===== src/rtl/shift7_rx_if.sv =====
// Output port bundle for shift7_rx: assembled word plus valid/ready handshake.
// The receiver drives the master side; the downstream consumer uses the slave side.
interface shift7_rx_if #(
    parameter int WIDTH = 7
);
    logic [WIDTH-1:0] dataout;
    logic             dout_valid;
    logic             dout_ready;

    modport master (
        output dataout,
        output dout_valid,
        input  dout_ready
    );

    modport slave (
        input  dataout,
        input  dout_valid,
        output dout_ready
    );
endinterface


===== src/rtl/shift7_rx.sv =====
// shift7_rx: serial-to-parallel receiver for the LSB-first shift7 stream.
// A sync strobe marks bit 0 of a frame; WIDTH qualified bits (bit_en high)
// complete a word, which is offered on a valid/ready port. A word that
// completes while the output slot is still occupied is dropped and the
// sticky overrun flag is raised. A sync in mid-frame restarts the frame.
module shift7_rx #(
    parameter int WIDTH = 7
) (
    input  logic              clk,
    input  logic              rst,
    input  logic              sync,
    input  logic              bit_en,
    input  logic              datain,
    shift7_rx_if.master       out_if,
    output logic              busy,
    output logic              overrun,
    input  logic              ovr_clr
);

    localparam int CW = $clog2(WIDTH);
    localparam logic [CW-1:0] CNT_ZERO = CW'(0);
    localparam logic [CW-1:0] CNT_ONE  = CW'(1);
    localparam logic [CW-1:0] CNT_LAST = CW'(WIDTH - 1);

    typedef enum logic [0:0] {
        IDLE  = 1'b0,
        SHIFT = 1'b1
    } state_t;

    state_t           state_r, state_s;
    logic [WIDTH-1:0] shreg_r, shreg_s;
    logic [CW-1:0]    cnt_r, cnt_s;
    logic [WIDTH-1:0] dataout_r, dataout_s;
    logic             valid_r, valid_s;
    logic             overrun_r, overrun_s;
    logic [WIDTH-1:0] word_s;
    logic             complete_s;
    logic             slot_free_s;

    // Next-state, shift register, counter and output-slot logic.
    always_comb begin
        state_s     = state_r;
        shreg_s     = shreg_r;
        cnt_s       = cnt_r;
        dataout_s   = dataout_r;
        valid_s     = valid_r;
        overrun_s   = overrun_r;
        complete_s  = 1'b0;
        // New bit enters at the top, so the first bit of a frame ends up at bit 0.
        word_s      = {datain, shreg_r[WIDTH-1:1]};
        slot_free_s = (!valid_r) || out_if.dout_ready;

        case (state_r)
            IDLE: begin
                if (bit_en && sync) begin
                    shreg_s = {datain, {(WIDTH-1){1'b0}}};
                    cnt_s   = CNT_ONE;
                    state_s = SHIFT;
                end else begin
                    state_s = IDLE;
                end
            end
            SHIFT: begin
                if (bit_en && sync) begin
                    // Resync: drop the partial word and restart at bit 0.
                    shreg_s = {datain, {(WIDTH-1){1'b0}}};
                    cnt_s   = CNT_ONE;
                    state_s = SHIFT;
                end else if (bit_en) begin
                    shreg_s = word_s;
                    if (cnt_r == CNT_LAST) begin
                        cnt_s      = CNT_ZERO;
                        state_s    = IDLE;
                        complete_s = 1'b1;
                    end else begin
                        cnt_s = cnt_r + CNT_ONE;
                    end
                end else begin
                    // Gap in the bit stream: hold everything, no timeout.
                    state_s = SHIFT;
                end
            end
            default: begin
                state_s = IDLE;
                cnt_s   = CNT_ZERO;
            end
        endcase

        // A transfer empties the slot unless a new word refills it below.
        if (valid_r && out_if.dout_ready) begin
            valid_s = 1'b0;
        end else begin
            valid_s = valid_r;
        end

        // Clear first so a simultaneous drop (set) takes priority.
        if (ovr_clr) begin
            overrun_s = 1'b0;
        end else begin
            overrun_s = overrun_r;
        end

        if (complete_s) begin
            if (slot_free_s) begin
                dataout_s = word_s;
                valid_s   = 1'b1;
            end else begin
                overrun_s = 1'b1;
            end
        end else begin
            dataout_s = dataout_r;
        end
    end

    // State and datapath registers with asynchronous active-low reset.
    always_ff @(posedge clk or negedge rst) begin
        if (!rst) begin
            state_r   <= IDLE;
            shreg_r   <= {WIDTH{1'b0}};
            cnt_r     <= CNT_ZERO;
            dataout_r <= {WIDTH{1'b0}};
            valid_r   <= 1'b0;
            overrun_r <= 1'b0;
        end else begin
            state_r   <= state_s;
            shreg_r   <= shreg_s;
            cnt_r     <= cnt_s;
            dataout_r <= dataout_s;
            valid_r   <= valid_s;
            overrun_r <= overrun_s;
        end
    end

    assign out_if.dataout    = dataout_r;
    assign out_if.dout_valid = valid_r;
    assign busy              = (state_r == SHIFT);
    assign overrun           = overrun_r;

endmodule

===== src/flat_wrapper.sv =====
// flat-port wrapper written by rule: the top's interface ports become plain ports
module shift7_rx_flat 
#(
    parameter int WIDTH = 7
)
  (clk, rst, sync, bit_en, datain, busy, overrun, ovr_clr, out_if_dataout, out_if_dout_valid, out_if_dout_ready);
  shift7_rx_if #(.WIDTH(WIDTH)) out_if_i ();
  input  logic clk;
  input  logic rst;
  input  logic sync;
  input  logic bit_en;
  input  logic datain;
  output logic busy;
  output logic overrun;
  input  logic ovr_clr;
  output wire logic [$bits(out_if_i.dataout)-1:0] out_if_dataout;
  output wire logic [$bits(out_if_i.dout_valid)-1:0] out_if_dout_valid;
  input wire logic [$bits(out_if_i.dout_ready)-1:0] out_if_dout_ready;
  assign out_if_dataout = out_if_i.dataout;
  assign out_if_dout_valid = out_if_i.dout_valid;
  assign out_if_i.dout_ready = out_if_dout_ready;
  shift7_rx #(.WIDTH(WIDTH)) u_core (.clk(clk), .rst(rst), .sync(sync), .bit_en(bit_en), .datain(datain), .out_if(out_if_i), .busy(busy), .overrun(overrun), .ovr_clr(ovr_clr));
endmodule

===== config.mk =====
export PLATFORM = sky130hd
export DESIGN_NAME = shift7_rx_flat
export DESIGN_NICKNAME = d
export VERILOG_FILES = /design/src/rtl/shift7_rx_if.sv /design/src/rtl/shift7_rx.sv /design/src/flat_wrapper.sv
export SDC_FILE = /design/constraint.sdc
export NUM_CORES = 1
export LEC_CHECK = 0
export ABC_AREA = 1
export CORE_MARGIN = 5
export CORE_UTILIZATION = 48
export CTS_BUF_LIST = sky130_fd_sc_hd__clkbuf_8 sky130_fd_sc_hd__clkbuf_16
export DETAILED_ROUTE_END_ITERATION = 8
export GPL_ROUTABILITY_DRIVEN = 0
export PLACE_DENSITY_LB_ADDON = 0.3
export SYNTH_ARGS = -nofsm -noshare
export SYNTH_HDL_FRONTEND = slang
export SYNTH_SLANG_ARGS = --single-unit
export TNS_END_PERCENT = 1

===== constraint.sdc =====
create_clock -name clk -period 1.58 [get_ports clk]
set_clock_uncertainty 0.15 [all_clocks]
set_input_delay 0.316 -clock clk [delete_from_list [all_inputs] [get_ports clk]]
set_output_delay 0.316 -clock clk [all_outputs]
set_load 0.01 [all_outputs]

Word level (Yosys, flattened, before mapping)

Index checks and enable logic that the tools add are counted.

Bits in registers: 20
Bits of input ports: 7
Output and inout bits: 10

Add/subtract/negate cells: 1
Equality and inequality tests: 3
Mux-type cells: 24
Bitwise logic cells: 1
Reduce and logical (&&, ||, !) cells: 6

Operator list:

| operator                                              | number |
|---|---|
| 2-to-1 mux 7 bit                                      | 3 |
| 2-to-1 mux 1 bit                                      | 14 |
| case mux 7 bit (2 select lines)                       | 1 |
| 2-to-1 mux 3 bit                                      | 4 |
| case mux 3 bit (2 select lines)                       | 1 |
| AND reduction 2 bit                                   | 2 |
| adder 3 x 1 -> 3 bit, second input constant           | 1 |
| equality test 3 bit, second input constant            | 1 |
| inequality test 3 bit, second input constant          | 1 |
| logical AND 1 bit                                     | 2 |
| inequality test 2 x 1 -> 1 bit, second input constant | 1 |
| case mux 1 bit (2 select lines)                       | 1 |
| zero test 1 bit                                       | 1 |
| logical OR 1 bit                                      | 1 |
| NOT 1 bit                                             | 1 |

Longest topological paths before layout

Word-level depth: 6
Mapped depth: 5
Depth with buffers taken out: 5

Worst setup path after synthesis

Ideal clock, no wire load.

Path kind: reg2reg
Start point: register u_core.state_r (netlist: u_core.busy)
End point: register u_core.dataout_r[0] (netlist: u_core.out_if.dataout[0])
Library setup time: 66 ps
Arrival: 943 ps
Data required time: 1,364 ps
Setup slack: 421 ps
Stages on the path, launching flop included: 6
Buffers on the path: 1
Clock period less this slack: 1,159 ps
Path through: dfrtp_1 -> nand2_2 -> nor2_4 -> buf_6 -> nand4_1 -> nand2_1

Longest elaborated chain between the ends: 2

Ends and longest elaborated chain:

| what                                 | RTL line         | RTL |
|---|---|---|
| start, declared                      | shift7_rx.sv:30  | `state_t state_r, state_s;` |
| start signal, assigned               | shift7_rx.sv:125 | `state_r <= state_s;` |
| 2-to-1 mux 1 bit                     | shift7_rx.sv:53  | `case (state_r)` |
| AND reduction 2 bit (no source line) | -                |  |
| end signal, assigned                 | shift7_rx.sv:121 | `dataout_r <= {WIDTH{1'b0}};` |
| end signal, assigned                 | shift7_rx.sv:128 | `dataout_r <= dataout_s;` |
| end, declared                        | shift7_rx.sv:33  | `logic [WIDTH-1:0] dataout_r, dataout_s;` |

Every way passes these cells.
A chain may end at the register's enable or synchronous reset.

Final worst setup path

Start point: register u_core.state_r (netlist: u_core.busy)
End point: output port busy

RTL lines:

| what          | RTL line           | RTL |
|---|---|---|
| end, declared | flat_wrapper.sv:13 | `output logic busy;` |

No word-level cell between the ends.

==> flow_summary.toml <==
[clock_tree]
cts_tree = "built"
clk_pin_slew_ns = 0.07
clk_path_buf_depth = 2
ctsResizeCount = 10
htree_num_levels = 1
clock_tree.root_cell = "clkbuf_8"
clock_sinks = 19
hold_buffers = 0
clk_latency_ns = 0.25
cts_setup_buffers = 0
cts_inserted_buffers = 3

[layout]
stdcell_count = 127
area_growth_pct = 31.0
nFillCells = 146
layout_commonest_cell = "nand2_1"
post-route-util = 0.646
drive_gt1_frac = 0.164
layout_common_cells = "nand2_1, dfrtp_1, inv_1"
antenna_cells = 0
nNetsFinal = 118

[timing]
min_period_over_period = 0.896
rsz0062_at_grt = "false"
tns_ns = 0
min_period_ns = 1.42
drv_slew = 0
setup_viol = 0
tightestPinTransition_ns = 0.244
fmax_mhz = 707
hold_violations = 0
whs_ns = 0.237
max_slew_margin = 0.837

[pwr]
pwr-share-seq = 0.547
fin_total_pwr_mw = 0.984
ir_drop_mv = 0.650
swShare = 0.247
clockPowerShare = 0.328
power_density_nw_per_um2 = 911
leakage_nw = 0.583
p_sw_mw = 0.243
p_int_mw = 0.741
combPwrFrac = 0.125

[routing]
drtIter0Drc = 13
postRouteAntennaNets = 0
drc = 0
wl_per_cell_um = 12.4
dr.pass1.iters = 4
wl_mm = 1.57
vias = 657
vias_per_cell = 5.17

[global_routing]
grt_usage = 0.139
grt_overflow = 0
grt_max_degree = 20
antenna_found_initial = 0
grt_pass1_vias = 636
grt_pass1_wl_mm = 2.70

[synthesis]
syn_nets = 91
yosysSeqAreaShare = 0.577
ys.warnings.count = 0
synth_area_um2 = 825
synth_cells = 84
syn_avg_cell_area_um2 = 9.82
synth-seq-cells = 19
synthDistinctLibCells = 16

[floorplan]
pin_count = 17
die-width_um = 51.4
start_util = 0.494
die_h_um = 51.4
die_area_um2 = 2650
core_area_um2 = 1670
num_rows = 15

[critical_path]
critPathSlowestCell = "dfrtp_1"
crit_chain = "dlygate4sd2_1"
cp.required_ns = 1.11
critPathCaptureType = "output pin"
r2r_slack_ns = 0.33
startpoint_type = "register"
critPathKind = "reg -> out"
max_stage_delay_ns = 0.40
worstPathMaxFanout = 3
r2r_end = "u_core.out_if.dataout[3]"
crit_arrival_ns = 0.95
critPathBufInv = 1
cp_top_family = "flip-flops"
r2r-start = "u_core.cnt_r[1]"
reg2reg_depth = 5

[placement]
io_buffers = 16
dpl.hpwl_mm = 1.23
placed_cells = 123

[flow_run]
max-cap-violations = 0

[min_path]
hold_class = "in -> async"

[outcome]
status = "finished clean"
metrics by stage:
step           instance area (um^2)  setup WS, ns
2_1_floorplan                   825         0.421
3_3_place_gp                   1050       -0.0507
5_1_grt                        1080        0.0955
3_5_place_dp                   1050        -0.117
4_1_cts                        1080         0.148
6_report                       1080         0.165
worst reg2reg max path, stage by stage, from the launching register on:
cell and delay, ns:
dfrtp_1 0.41, nand2_2 0.13, nor2_8 0.18, nand3_4 0.13, nand2_1 0.09, nand2_1 0.05
cell usage after synthesis, drive strengths merged:
cell,number,area share
o211ai,1,0.0091
nand4,7,0.053
nand3,5,0.046
o22ai,4,0.030
nor2,2,0.038
dfrtp,19,0.58
buf,1,0.014
a21oi,3,0.018
inv,11,0.050
o21ai,5,0.035
nand2,26,0.13
cells by family after synthesis:
group | synth area share
and+or+nand+nor | 0.267
DFF | 0.577
AOI/OAI and AO/OA | 0.0925
buffers and inverters | 0.0637
metal layers:
layer,track usage,vias to the layer above,share of wire
met1,0.177,308,0.45
met5,0,-,0
met4,0.0786,0,0.020
met3,0.0321,4,0.043
li1,-,332,-
met2,0.214,13,0.48
how the worst max path moves through the flow:
stage,from,end,slack (ns),cells after the start
2_1_floorplan,u_core.busy,u_core.out_if.dataout[0],0.42,5
3_3_place_gp,bit_en,u_core.out_if.dataout[6],-0.05,6
3_5_place_dp,bit_en,u_core.shreg_r[1],-0.12,5
4_1_cts,bit_en,u_core.shreg_r[1],0.15,5
5_1_grt,bit_en,u_core.out_if.dataout[0],0.1,6
6_report,u_core.busy,busy,0.16,1
final cells by class:
type	instances	area, um^2	share of cell area
multi-input cells	53	297	0.275
flip-flops and latches	19	475	0.440
inverters	11	41.3	0.0382
clock inverters	1	3.75	0.00348
clock buffers	3	41.3	0.0382
repair buffers	23	200	0.185
well taps	17	21.3	0.0197
power by group through the flow:
stage	clock, mW	combinational, mW	sequential [mW]
after floorplan	0	0.0624	0.546
after global placement	0	0.126	0.546
after detailed placement	0	0.130	0.547
after CTS	0.329	0.125	0.538
after global routing	0.344	0.139	0.541
final	0.323	0.123	0.538
sequential cells by signal, indices dropped and copies added (netlist names):
name                      count
u_core.out_if.dout_valid      1
u_core.overrun                1
u_core.shreg_r                6
u_core.out_if.dataout         7
u_core.cnt_r                  3
u_core.busy                   1
Power figures use the tool's default switching activity.
